`src/rtl/core_pkg.sv`:
```
// Shared definitions for the core's fetch stage: PC width, PC type and reset value.
package core_pkg;

    localparam int PC_WIDTH = 5;

    typedef logic [PC_WIDTH-1:0] pc_t;

    localparam pc_t PC_RESET = '0;

endpackage : core_pkg

```
`src/rtl/program_counter.sv`:
```
// Fetch-stage program counter: holds the current word address, advances by
// STEP every clock, or takes the ALU branch/jump target when load is set.
// pc_plus4 is the combinational next-sequential address (+STEP, not +4).
module program_counter
    import core_pkg::*;
#(
    parameter int                 WIDTH     = PC_WIDTH,
    parameter int                 STEP      = 1,
    parameter logic [WIDTH-1:0]   RESET_VAL = WIDTH'(PC_RESET)
) (
    input  logic             clk,
    input  logic             rst,
    input  logic             load,
    input  logic [WIDTH-1:0] alu_out,
    output logic [WIDTH-1:0] pc_out,
    output logic [WIDTH-1:0] pc_plus4
);

    logic [WIDTH-1:0] pc;
    logic [WIDTH-1:0] pc_next;

    // Sequential address wraps silently modulo 2^WIDTH.
    assign pc_plus4 = pc + WIDTH'(STEP);

    // Next-pc select: branch/jump target on load, otherwise the sequential address.
    always_comb begin
        pc_next = pc_plus4;
        if (load) begin
            pc_next = alu_out;
        end
    end

    // PC register; reset forces RESET_VAL immediately, independent of clk.
    always_ff @(posedge clk or negedge rst) begin
        if (!rst) begin
            pc <= RESET_VAL;
        end else begin
            pc <= pc_next;
        end
    end

    assign pc_out = pc;

    // An edge outside reset without load must advance the PC by exactly STEP.
    property p_sequential_advance;
        @(posedge clk) disable iff (!rst)
            (!load) |=> (pc_out == WIDTH'($past(pc_out) + WIDTH'(STEP)));
    endproperty

    a_sequential_advance : assert property (p_sequential_advance);

endmodule : program_counter

```
`config.mk`:
```
export PLATFORM = sky130hd
export DESIGN_NAME = program_counter
export DESIGN_NICKNAME = d
export VERILOG_FILES = /design/src/rtl/core_pkg.sv /design/src/rtl/program_counter.sv
export SDC_FILE = /design/constraint.sdc
export NUM_CORES = 1
export LEC_CHECK = 0
export BUFFER_PORTS_ARGS = -buffer_cell sky130_fd_sc_hd__clkbuf_2
export CELL_PAD_IN_SITES_DETAIL_PLACEMENT = 1
export CELL_PAD_IN_SITES_GLOBAL_PLACEMENT = 1
export CORE_AREA = 2 2 39 41
export CTS_BUF_LIST = sky130_fd_sc_hd__clkbuf_2
export DETAILED_ROUTE_END_ITERATION = 16
export DIE_AREA = 0 0 41 43
export GPL_ROUTABILITY_DRIVEN = 1
export PLACE_DENSITY = 0.51
export SKIP_LAST_GASP = 1
export SLEW_MARGIN = 15
export SYNTH_ARGS = -nofsm -noshare
export SYNTH_HDL_FRONTEND = slang
export SYNTH_SLANG_ARGS = --single-unit
```
`constraint.sdc`:
```
create_clock -name clk -period 1.7 [get_ports clk]
set_clock_uncertainty 0.2 [all_clocks]
set_input_delay 0.085 -clock clk [delete_from_list [all_inputs] [get_ports clk]]
set_output_delay 0.085 -clock clk [all_outputs]
set_load 0.02 [all_outputs]
```
# Word level (Yosys, flattened, before mapping)
# Cells that the tools add are included.
dict set report op_classes {
  add_sub_neg 1
  n_mux 1
}
# op n
set op_table {}
lappend op_table {{5-bit by 1-bit adder with 5-bit output (second input constant)} 1}
lappend op_table {{5-bit two-way mux} 1}
dict set report totals {
  reg_bits 5
  inputBits 8
  out_inout_bits 10
  elab_cells 3
}

# Logic depth before layout (Yosys ltp)
dict set report logic_depth {
  word_depth 2
  depth_mapped 4
  mapped_depth_nobuf 4
}

# Worst setup path after synthesis
# Ideal clock, no wire load.
dict set report synth_path {
  path_kind {register to register}
  from {register pc[0], in the netlist pc_out[0]}
  to {register pc[4], in the netlist pc_out[4]}
  setup_time_ns 0.125
  arrival_ns 1.312
  t_required_ns 1.375
  slack_ns 0.063
  stages_incl_launch_ff 5
  period_less_slack_ns 1.637
  path_cell_list {dfrtp_1 > ha_1 > nand3_2 > xnor2_2 > mux2_2}
}
dict set report synth_via {
  elab_chain_cells 2
}
# element line
set synth_rtl {}
lappend synth_rtl {{from (decl)} program_counter.sv:19} ;# logic [WIDTH-1:0] pc;
lappend synth_rtl {{from (signal assigned)} program_counter.sv:38} ;# pc <= pc_next;
lappend synth_rtl {{5-bit by 1-bit adder with 5-bit output} program_counter.sv:23} ;# assign pc_plus4 = pc + WIDTH'(STEP);
lappend synth_rtl {{via pc_plus4[4]} program_counter.sv:16} ;# output logic [WIDTH-1:0] pc_plus4
lappend synth_rtl {{5-bit two-way mux} program_counter.sv:28} ;# if (load) begin
lappend synth_rtl {{via pc_next[4]} program_counter.sv:20} ;# logic [WIDTH-1:0] pc_next;
# The timed path passes the listed nets, and every way through them passes these cells.

# Worst setup path in the final report
dict set report layout_path {
  from {register pc[0], in the netlist pc_out[0]}
  to {output port pc_plus4[4]}
}
dict set report layout_via {
  elab_chain_cells 1
}
# element line
set layout_rtl {}
lappend layout_rtl {{5-bit by 1-bit adder with 5-bit output} program_counter.sv:23}
lappend layout_rtl {{to (decl)} program_counter.sv:16}
# No other way between the ends.

==> results <==
- The run finished with clean final reports.
- The final route contains 245 vias.
- The gate count of the mapped netlist is 18.
- The synthesized-area fraction occupied by and/or/nand/nor cells is 0.09268.
- For the pin with the worst max-slew slack, the measured transition is 0.1840 ns.
- The net count after synthesis is 27.
- The root buffer cell chosen for the clock tree is sky130_fd_sc_hd__clkbuf_2.
- The final worst-path cycle share is 0.9405.
- The fraction of layout cells with a size suffix above 1 is 0.6170.
- The path type of the worst min-delay path is primary input to async pin.
- The starting DRC count in detailed routing is 1.
- The max-slew violation count is 0.
- The area of the mapped netlist is 256.5 sq um.
- Along the worst path, the maximum fanout reaches 5.
- The sum of negative setup slack is 0 ns.
- The compound-cell area share of the yosys netlist was 0.01951.
- After floorplanning, the core was sized to cover 0.001384 sq mm.
- The power density relative to cell area is 1093 mW/mm^2.
- Prior to clock tree synthesis, the placed netlist has a worst setup slack of 0.2192 ns.
- Dividing the detail-routed via count by the number of cells gives 3.889.
- The class of the most critical setup path is flop to primary output.
- The data arrival time of the worst path is 1.31 ns.
- The die outline height is 43 um.
- The net count reported at finish is 57.
- The pre-antenna-repair detailed-routing pass consisted of 2 iterations.
- The number of buffers created by CTS is 3.
- For the finished layout, the period the worst path requires is 1.599 ns.
- The area growth from synthesis to layout is 80.00%.
- Clock latency on the worst-skew pair, taken at its later pin, is 0.22 ns.
- STA classifies the critical path endpoint as a primary output.
- Of the total synthesized cell area, the portion taken by XOR and XNOR cells is 0.1610.
- Detailed routing placed a total of 384 um of wire on met2.
- The worst path meets setup with 0.1012 ns of slack.
- The site row count is 14.
- The top layer reached by signal wires is met3.
- The slack of the worst reg-to-reg path is 0.24 ns.
- The endpoint of the lowest-slack register-to-register path is pc_out[4].
- The top-level port count is 18.
- The number of synthesized register bits is 5.
- The die is 41 um wide.
- The share of the Yosys chip area taken by registers is 0.4878.
- The clock sink total is 5.
- The routed wire length is 689 um.
- Detailed routing placed a total of 57 um of wire on met3.
- The overall overflow remaining after global route is 0.
- The TritonCTS clock tree is done.
- The number of non-filler instances in the completed layout is 63.
- The largest net degree at the start of global routing is 7.
- Of all cell types, the one taking the most synthesized area is sky130_fd_sc_hd__dfrtp_1.
- The final hold violation count came to 0.
- The initial utilization of the core area, before any placement, comes to 0.1854.
- The static leakage is 0.2361 nW.
- The worst voltage drop across the vdd grid is 0.0003468 V.
- The clock-pin slew of the registers on the worst-case setup and hold paths is 0.06 ns.
- At the end of routability-driven placement, the weighted congestion stood at 0.6334.
- CTS built an H-tree with a depth of 1.
- The overall routing resource usage is 0.1000.
- After synthesis, the largest family of logic cells by area is multiplexers.
- The maximum number of buffers from clock root to sink is 2.
- The startpoint kind of the worst setup timing path is a flop.
- The count of warnings emitted by yosys is 0.
- The number of antenna violations at the first check in global routing came to 0.
- The required time at the worst-slack endpoint is 1.41 ns.
- The via count of the first global-routing pass came to 250.
- Timing would allow up to 0.6255 GHz.
- The number of unique standard cell types used by synthesis is 9.
- The number of fillers in the final layout is 166.
- The post-detailed-route DRC marker count is 0.
- In the final routing, the length of wire on met1 measures 246 um.
- Across the run, the number of max-cap violations was 0.
- The wire length of the first global-routing pass is 1097 um.
- The proportion of synthesized area in mux cells is 0.1756.
- Setup repair after global routing left no endpoint under its margin.
- The mean instance size in the synthesized netlist is 14.25 sq um.
- The number of flip-flops under the largest register name is 5.
- Yosys attributes the largest share of cell area to sky130_fd_sc_hd__dfrtp_1 (49%), sky130_fd_sc_hd__mux2_2 (18%), sky130_fd_sc_hd__xnor2_2 (13%).
- In this run the tightest slew margin relative to its limit is 0.8773.
- The final routed wire length divided by cell count is 10.94 um.
- In this run the critical register-to-register path is launched from pc_out[0].
- The count of input and output buffers is 17.
- The count of endpoints failing setup in the final report is 0.
- The worst register-to-register path has a depth of 4.
- The number of antenna diodes in the final layout is 0.
- Of the total synthesized cell area, the portion taken by full adders, half adders and majority gates is 0.04878.
- The count of nets left with antenna violations once routing finished came out at 0.
- The total die area is 0.001763 sq mm.
- The share of synthesized area in the top cell type comes to 0.4878.
- The cell count after placement is 51.
## power breakdown
| part | switching, mW | internal, mW |
|---|---|---|
| Combinational | 0.125 | 0.0966 |
| Clock | 0.0507 | 0.0622 |
| Sequential | 0.0290 | 0.141 |
## critical path, stage by stage, from the launching register on
cell	delay [ns]
sky130_fd_sc_hd__dfrtp_1	0.42
sky130_fd_sc_hd__ha_1	0.22
sky130_fd_sc_hd__nand3_2	0.11
sky130_fd_sc_hd__xnor2_2	0.15
sky130_fd_sc_hd__clkbuf_2	0.19
## logic make-up after synthesis
logic type / Yosys count
AO/OA/AOI/OAI: 1
XOR/XNOR: 3
adder cells (fa/ha/maj): 1
buffers and inverters: 1
flip-flops: 5
multiplexers: 4
AND/OR/NAND/NOR: 3
## cells in the final DEF, fill, tap and decap left out, drive strengths merged
cell type    instances
inv                  1
dlygate4sd3          8
nand2                1
ha                   1
clkbuf              21
dfrtp                5
xnor2                2
xor2                 1
nand3                2
o21ai                1
mux2                 4
## layout make-up
cell class,instances,area [sq um],share of cell area
clock buffer,4,20.02,0.04336
inverter,1,3.754,0.008130
timing repair buffer,25,165.2,0.3577
multi-input combinational,12,127.6,0.2764
sequential,5,125.1,0.2710
tap,16,20.02,0.04336
## repair_timing
action	in CTS	in global routing
hold endpoints to repair	10	0
hold buffers	8	0
gates resized for setup	0	0
setup buffers	0	0
## routing by layer
metal,GRT usage,up-vias
li1,-,120
met1,0.1016,115
met2,0.1563,10
met3,0.06283,0
met4,0.04000,0
met5,0,-
## metrics by stage
| step | power, mW | instance area (sq um) | util | hold WS (ns) |
|---|---|---|---|---|
| final | 0.5044 | 461.7 | 0.3336 | 0.03353 |
| after global placement | 0.3771 | 361.6 | 0.2613 | -0.2888 |
| after detailed placement | 0.3828 | 361.6 | 0.2613 | -0.2870 |
| after floorplan | 0.3066 | 256.5 | - | -0.4106 |
| after CTS | 0.5130 | 461.7 | 0.3336 | 0.003472 |
| after global routing | 0.5319 | 461.7 | 0.3336 | 0.03705 |
## how the worst max path moves through the flow
stage                         start     endpoint
final                     pc_out[0]  pc_plus4[4]
after global placement    pc_out[0]    pc_out[4]
after detailed placement  pc_out[0]    pc_out[4]
after global routing      pc_out[0]  pc_plus4[4]
after floorplan           pc_out[0]    pc_out[4]
after CTS                 pc_out[0]  pc_plus4[4]
## synth_stat cells (all sizes together)
cell / instances
ha: 1
nand3: 2
nand2: 1
xor2: 1
inv: 1
dfrtp: 5
o21ai: 1
mux2: 4
xnor2: 2
(Power assumes the default switching activity.)
